[src/rtl/led_seq_pkg.sv]
// Shared encodings for the LED pattern sequencer: mode codes, per-mode
// LED seeds, speed limit and the mode-step helpers.
package led_seq_pkg;

   localparam logic [1:0] MODE_IDLE  = 2'd0;
   localparam logic [1:0] MODE_BLINK = 2'd1;
   localparam logic [1:0] MODE_CHASE = 2'd2;
   localparam logic [1:0] MODE_FILL  = 2'd3;

   localparam logic [7:0] SEED_IDLE  = 8'h00;
   localparam logic [7:0] SEED_BLINK = 8'h00;
   localparam logic [7:0] SEED_CHASE = 8'h01;
   localparam logic [7:0] SEED_FILL  = 8'h00;

   localparam logic [1:0] SPEED_MAX = 2'd2;

   typedef enum logic [1:0] {
      ST_IDLE  = MODE_IDLE,
      ST_BLINK = MODE_BLINK,
      ST_CHASE = MODE_CHASE,
      ST_FILL  = MODE_FILL
   } mode_e;

   function automatic mode_e mode_next(input mode_e m);
      mode_e n;
      n = ST_IDLE;
      case (m)
         ST_IDLE:  n = ST_BLINK;
         ST_BLINK: n = ST_CHASE;
         ST_CHASE: n = ST_FILL;
         default:  n = ST_IDLE;
      endcase
      return n;
   endfunction

   function automatic logic [7:0] mode_seed(input mode_e m);
      logic [7:0] s;
      s = SEED_IDLE;
      case (m)
         ST_BLINK: s = SEED_BLINK;
         ST_CHASE: s = SEED_CHASE;
         ST_FILL:  s = SEED_FILL;
         default:  s = SEED_IDLE;
      endcase
      return s;
   endfunction

endpackage

[src/rtl/key_debounce.sv]
// Active-low key conditioner: 2-FF synchronizer, level debouncer and a
// single-cycle press pulse. Releases are debounced but produce no pulse.
module key_debounce #(
   parameter int DEBOUNCE_CYCLES = 1_000_000
) (
   input  logic clk,
   input  logic rst_n,
   input  logic key_n,
   output logic press
);

   localparam int CW = $clog2(DEBOUNCE_CYCLES + 1);
   localparam logic [CW-1:0] CNT_LAST = CW'(DEBOUNCE_CYCLES - 1);

   logic          sync_q1;
   logic          sync_q2;
   logic          stable_q;
   logic [CW-1:0] cnt_q;

   // bring the asynchronous key into the clock domain; reset reads as released
   always_ff @(posedge clk or negedge rst_n) begin
      if (!rst_n) begin
         sync_q1 <= 1'b1;
         sync_q2 <= 1'b1;
      end else begin
         sync_q1 <= key_n;
         sync_q2 <= sync_q1;
      end
   end

   // accept a new level after DEBOUNCE_CYCLES consecutive differing samples
   always_ff @(posedge clk or negedge rst_n) begin
      if (!rst_n) begin
         stable_q <= 1'b1;
         cnt_q    <= '0;
         press    <= 1'b0;
      end else begin
         press <= 1'b0;
         if (sync_q2 == stable_q) begin
            cnt_q <= '0;
         end else if (cnt_q == CNT_LAST) begin
            stable_q <= sync_q2;
            cnt_q    <= '0;
            press    <= ~sync_q2;
         end else begin
            cnt_q <= cnt_q + 1'b1;
         end
      end
   end

endmodule

[src/rtl/tick_prescaler.sv]
// Pattern step prescaler: counts 0..P-1 with P = CLK_HZ/(TICK_HZ<<speed)
// and raises tick while the count sits at P-1. clear restarts the period,
// hold freezes the count and suppresses the tick.
module tick_prescaler #(
   parameter int CLK_HZ  = 50_000_000,
   parameter int TICK_HZ = 2
) (
   input  logic       clk,
   input  logic       rst_n,
   input  logic [1:0] speed,
   input  logic       clear,
   input  logic       hold,
   output logic       tick
);

   localparam int CW = $clog2(CLK_HZ / TICK_HZ);
   localparam logic [CW-1:0] LAST0 = CW'(CLK_HZ / TICK_HZ - 1);
   localparam logic [CW-1:0] LAST1 = CW'(CLK_HZ / (TICK_HZ * 2) - 1);
   localparam logic [CW-1:0] LAST2 = CW'(CLK_HZ / (TICK_HZ * 4) - 1);

   logic [CW-1:0] cnt_q;
   logic [CW-1:0] last;

   // terminal count for the selected speed; code 3 never occurs
   always_comb begin
      last = LAST0;
      case (speed)
         2'd1:    last = LAST1;
         2'd2:    last = LAST2;
         default: last = LAST0;
      endcase
   end

   assign tick = (cnt_q == last) && !hold;

   // free-running period counter with restart and freeze
   always_ff @(posedge clk or negedge rst_n) begin
      if (!rst_n) begin
         cnt_q <= '0;
      end else if (clear) begin
         cnt_q <= '0;
      end else if (!hold) begin
         if (cnt_q == last) cnt_q <= '0;
         else               cnt_q <= cnt_q + 1'b1;
      end
   end

endmodule

[src/rtl/led_pattern_sequencer.sv]
// LED pattern sequencer: two keys step the pattern mode and the speed,
// LEDG walks the selected pattern once per prescaler tick.
// Optional build macro LED_SEQ_PAUSE_EN adds PAUSE_BTN_N and a pause flag.
//
//   state    | meaning
//   ST_IDLE  | LEDs dark, ticks ignored
//   ST_BLINK | all LEDs invert on each tick
//   ST_CHASE | single lit LED rotates left on each tick
//   ST_FILL  | LEDs fill from bit 0 upward, then clear (9-step cycle)
module led_pattern_sequencer
   import led_seq_pkg::*;
#(
   parameter int CLK_HZ          = 50_000_000,
   parameter int TICK_HZ         = 2,
   parameter int NUM_LEDS        = 8,
   parameter int DEBOUNCE_CYCLES = 1_000_000
) (
   input  logic                CLOCK_50,
   input  logic                RESET_N,
   input  logic                MODE_BTN_N,
   input  logic                SPEED_BTN_N,
`ifdef LED_SEQ_PAUSE_EN
   input  logic                PAUSE_BTN_N,
`endif
   output logic [NUM_LEDS-1:0] LEDG,
   output logic [1:0]          MODE
);

   logic                mode_pulse;
   logic                speed_pulse;
   logic                tick;
   logic                hold;
   logic [1:0]          speed_q;
   mode_e               state_q;
   mode_e               state_d;
   logic [NUM_LEDS-1:0] led_d;

   key_debounce #(.DEBOUNCE_CYCLES(DEBOUNCE_CYCLES)) u_mode_key (
      .clk   (CLOCK_50),
      .rst_n (RESET_N),
      .key_n (MODE_BTN_N),
      .press (mode_pulse)
   );

   key_debounce #(.DEBOUNCE_CYCLES(DEBOUNCE_CYCLES)) u_speed_key (
      .clk   (CLOCK_50),
      .rst_n (RESET_N),
      .key_n (SPEED_BTN_N),
      .press (speed_pulse)
   );

`ifdef LED_SEQ_PAUSE_EN
   logic pause_pulse;
   logic pause_q;

   key_debounce #(.DEBOUNCE_CYCLES(DEBOUNCE_CYCLES)) u_pause_key (
      .clk   (CLOCK_50),
      .rst_n (RESET_N),
      .key_n (PAUSE_BTN_N),
      .press (pause_pulse)
   );

   // pause toggles per press; stepping the mode always resumes
   always_ff @(posedge CLOCK_50 or negedge RESET_N) begin
      if (!RESET_N)         pause_q <= 1'b0;
      else if (mode_pulse)  pause_q <= 1'b0;
      else if (pause_pulse) pause_q <= ~pause_q;
   end

   assign hold = pause_q;
`else
   assign hold = 1'b0;
`endif

   tick_prescaler #(.CLK_HZ(CLK_HZ), .TICK_HZ(TICK_HZ)) u_tick (
      .clk   (CLOCK_50),
      .rst_n (RESET_N),
      .speed (speed_q),
      .clear (mode_pulse | speed_pulse),
      .hold  (hold),
      .tick  (tick)
   );

   // speed steps 0,1,2 and wraps back to 0
   always_ff @(posedge CLOCK_50 or negedge RESET_N) begin
      if (!RESET_N) begin
         speed_q <= 2'd0;
      end else if (speed_pulse) begin
         if (speed_q >= SPEED_MAX) speed_q <= 2'd0;
         else                      speed_q <= speed_q + 2'd1;
      end
   end

   // next mode and LED pattern; a mode step wins over a coincident tick
   always_comb begin
      state_d = state_q;
      led_d   = LEDG;
      if (mode_pulse) begin
         state_d = mode_next(state_q);
         led_d   = NUM_LEDS'(mode_seed(state_d));
      end else if (tick) begin
         case (state_q)
            ST_IDLE:  led_d = '0;
            ST_BLINK: led_d = ~LEDG;
            ST_CHASE: led_d = {LEDG[NUM_LEDS-2:0], LEDG[NUM_LEDS-1]};
            ST_FILL:  led_d = (&LEDG) ? '0 : {LEDG[NUM_LEDS-2:0], 1'b1};
            default:  led_d = LEDG;
         endcase
      end
   end

   // mode state and LED pattern registers
   always_ff @(posedge CLOCK_50 or negedge RESET_N) begin
      if (!RESET_N) begin
         state_q <= ST_IDLE;
         LEDG    <= '0;
      end else begin
         state_q <= state_d;
         LEDG    <= led_d;
      end
   end

   assign MODE = state_q;

endmodule
[config.mk]
export PLATFORM = sky130hd
export DESIGN_NAME = led_pattern_sequencer
export DESIGN_NICKNAME = d
export VERILOG_FILES = /design/src/rtl/led_seq_pkg.sv /design/src/rtl/key_debounce.sv /design/src/rtl/tick_prescaler.sv /design/src/rtl/led_pattern_sequencer.sv
export SDC_FILE = /design/constraint.sdc
export NUM_CORES = 1
export LEC_CHECK = 0
export ABC_AREA = 1
export CORE_ASPECT_RATIO = 1.25
export CORE_UTILIZATION = 25
export DETAILED_ROUTE_END_ITERATION = 16
export PLACE_DENSITY_LB_ADDON = 0.1
export RECOVER_POWER = 50
export SLEW_MARGIN = 40
export SYNTH_ARGS = -nofsm -noshare
export SYNTH_HDL_FRONTEND = slang
export SYNTH_HIERARCHICAL = 1
export SYNTH_SLANG_ARGS = --single-unit
[constraint.sdc]
create_clock -name CLOCK_50 -period 2.1 [get_ports CLOCK_50]
set_input_delay 0.21 -clock CLOCK_50 [delete_from_list [all_inputs] [get_ports CLOCK_50]]
set_output_delay 0.21 -clock CLOCK_50 [all_outputs]
set_load 0.05 [all_outputs]
==> summary.md <==
| Metric | Value |
|---|---|
| Status | `finished clean` |
| Crit path kind | `reg -> reg` |
| Initial Utilization | `25.85%` |
| Startpoint types | `register` |
| Area contributors post-synth | `dfrtp_1 (36%), nand2_1 (12%), nor2_1 (6.8%), nand3_1 (5.4%), inv_1 (5.1%)` |
| Adder-cell share of the synthesized area | `2.530%` |
| Avg Inst Size Synth | `7.748 um^2` |
| Final Cycle Share | `90.90%` |
| Clock tree buffer depth | `2` |
| Synth unique cells | `37` |
| DR WL/cell | `12.95 um` |
| CP Cell Sequence | `ha_4 -> inv_1 -> nand2_1 -> nand2_1 -> nor2_1 -> nand2_1 -> nor2_2 -> nand2_2 -> nor2_2 -> nor3b_4 -> buf_4 -> nand2_1 -> nand3_1` |
| Post-DRT Antenna Nets | `0` |
| Final worst slack | `191.1 ps` |
| H-tree levels | `3` |
| Post-Synth Simple-Gate Area | `38.21%` |
| Setup_tns | `0 ps` |
| Detailed-routing iteration count for the pre-antenna-repair pass | `4` |
| Via count | `4414` |
| Clock Latency Late Sink | `350 ps` |
| Layout Nets | `743` |
| Worst setup startpoint | `speed_q[1]` |
| WP data arrival | `2190 ps` |
| Fmax | `523.9 MHz` |
| Worst r2r src | `speed_q[1]` |
| Fin crit period | `1909 ps` |
| P per Cell Area | `615.7 mW/mm^2` |
| Mapped Area | `0.005439 mm^2` |
| Largest family of logic cells by synthesized area | `simple AND/OR/NAND/NOR gates` |
| Crit-path max FO | `7` |
| Worst slack, placed | `56.76 ps` |
| First-pass GRT wire length | `21960 um` |
| #FFs+latches synth | `85` |
| Static leakage | `2.742 nW` |
| Worst Path Buf+Inv | `2` |
| Core ar. | `0.02104 mm^2` |
| Post-Syn Instances | `702` |
| Top cells by count, synth | `nand2_1 (173), nor2_1 (98), dfrtp_1 (79)` |
| Most common cell in the netlist | `nand2_1` |
| Die X | `133.9 um` |
| Gr ovfl total | `0` |
| RSZ-0062 raised after global routing | `false` |
| Post-synthesis xor/xnor area fraction | `5.590%` |
| Reg2Reg Depth | `13` |
| Gr usage total | `12.45%` |
| Dominant delay contributor by cell family on the critical path | `simple AND/OR/NAND/NOR gates` |
| Worst Hold Class | `reg -> reg` |
| FF-to-FF End | `LEDG[0]` |
| Asr flop ratio synth | `100.0%` |
| Dpl hpwl | `9672 um` |
| Vias in the first global route | `4419` |
| Crit path capture type | `register` |
| Most used cell along the critical path | `nand2_1` |
| Ys flop type | `dfrtp_1` |
| DRT iter0 DRCs | `246` |
| Synth area leader | `dfrtp_1` |
| Fin. Hold Viols | `0` |
| Slowest library cell on the worst path | `dfrtp_1` |
| Max-slew headroom | `23.24%` |
| Worst slew pin tran | `1151 ps` |
| Ratio of cells with drive above 1 in the final layout | `18.55%` |
| Total Wirelength | `13040 um` |
| Sequential area share after synthesis | `39.25%` |
| I/O Pins | `14` |
| Post-CTS setup buffers | `0` |
| Critical Path Sink | `LEDG[0]` |
| Max Cap Viol | `0` |
| Compound-gate portion of the synthesized area | `6.878%` |
| Initial antenna violation count | `0` |
| Reg2Reg Setup Slack | `190 ps` |
| Vias per cell | `4.383` |
| Port buffer count | `13` |
| Maximum number of pins on one net before global-route repair | `45` |
| Antenna cells | `0` |
| Peak supply drop | `416.4 uV` |
| Max Slew Vio Count | `0` |
| Total CTS buffers | `9` |
| Num rows | `59` |
| # setup viols final | `0` |
| Required @ worst endpoint | `2380 ps` |
| Util after Layout | `29.67%` |
| Clock-pin transition on the worst setup and hold timing paths | `60 ps` |
| CP Depth | `13` |
| Ys Warns | `6` |
| Multiplexer share of the synthesized area | `0%` |
| CTS tree | `built` |
| Die Span Y | `166.9 um` |
| Residual DRC count | `0` |
| Synthesis-to-finish area growth | `14.77%` |
| CP peak stage delay | `420 ps` |
| # clock sinks | `85` |
| Placer Congestion | `0.8277` |
| Worst clock skew | `11.01 ps` |
| Yosys top cell area share | `36.35%` |
| Root Buffer | `clkbuf_16` |
| DIE AREA | `0.02235 mm^2` |
| Post-synth EDFFs | `0` |
-- state kept, by name, indices dropped and copies added (netlist names) --
| name | flops |
|---|---|
| MODE | 2 |
| u_mode_key/cnt_q | 20 |
| u_speed_key/press | 1 |
| u_tick/cnt_q | 25 |
| LEDG | 8 |
| u_mode_key/sync_q2 | 1 |
| u_mode_key/stable_q | 1 |
| u_speed_key/cnt_q | 20 |
| u_mode_key/sync_q1 | 1 |
| u_speed_key/sync_q2 | 1 |
| speed_q | 2 |
| u_speed_key/sync_q1 | 1 |
| u_speed_key/stable_q | 1 |
| u_mode_key/press | 1 |
-- through the flow --
stage	power, W	area, um^2	hold slack, ps	std cells
final	0.003844	6242	358.0	1007
after global routing	0.004058	6242	365.2	1007
after CTS	0.003933	6236	248.7	1007
after detailed placement	0.002189	5914	256.1	990
after global placement	0.002186	5914	265.6	990
after floorplan	0.002067	5443	-85.59	703
-- routing by layer --
metal / GRT usage [%] / up-vias / wire length (um)
met3: 2.496 / 13 / 272
met2: 21.76 / 42 / 6560
li1: - / 2268 / -
met5: 0 / - / 0
met4: 4.447 / 0 / 204
met1: 14.96 / 2091 / 6001
-- layout by cell type, fill, tap and decap left out, types with 10 or more instances in the layout --
master,Yosys,routed
nand3_1,59,59
nor2_1,98,97
xor2_1,22,22
nand2_1,173,173
inv_1,74,74
nor2_2,12,13
nand4_1,18,18
dfrtp_1,79,79
o21ai_0,11,11
nor2_4,18,18
clkdlybuf4s50_1,0,10
a21oi_2,21,21
nand2_2,19,19
-- cells by family (layout without fill, tap and decap cells) --
family / after synthesis / after routing
other cells: 1 / 2
flops: 85 / 85
xor+xnor: 33 / 33
compound gates: 54 / 54
buf+inv: 92 / 122
fa+ha+maj: 11 / 11
simple gates: 426 / 426
-- cell type report --
type                            count  area, um^2
Fill cell                        2286       14800
Multi-Input combinational cell    526        2919
Sequential cell                    85        2135
Tap cell                          274       342.8
Inverter                           82       307.8
Clock buffer                       12       266.5
Timing Repair Buffer               24       226.5
Clock inverter                      4       45.04
-- power by group --
part | internal [W] | switching, W | total, W
registers | 0.00172 | 0.000101 | 0.00182
clock network | 0.00101 | 0.000671 | 0.00168
logic | 0.000121 | 0.000220 | 0.000342
total | 0.00285 | 0.000992 | 0.00384
-- worst min-delay path by stage --
stage | from | to | slack [ps] | cells past startpoint
2_1_floorplan | RESET_N | LEDG[0] | -90 | 0
3_3_place_gp | RESET_N | LEDG[4] | 270 | 1
3_5_place_dp | RESET_N | LEDG[4] | 260 | 1
4_1_cts | MODE_BTN_N | u_mode_key/sync_q1 | 250 | 1
5_1_grt | u_speed_key/sync_q1 | u_speed_key/sync_q2 | 370 | 0
6_report | u_speed_key/sync_q1 | u_speed_key/sync_q2 | 360 | 0
-- what timing repair did --
action	CTS	global route
setup endpoints to repair	0	8
hold buffers	1	0
endpoints found under the hold margin	34	0
gates resized for setup	0	4
Power figures use the tool's default switching activity.
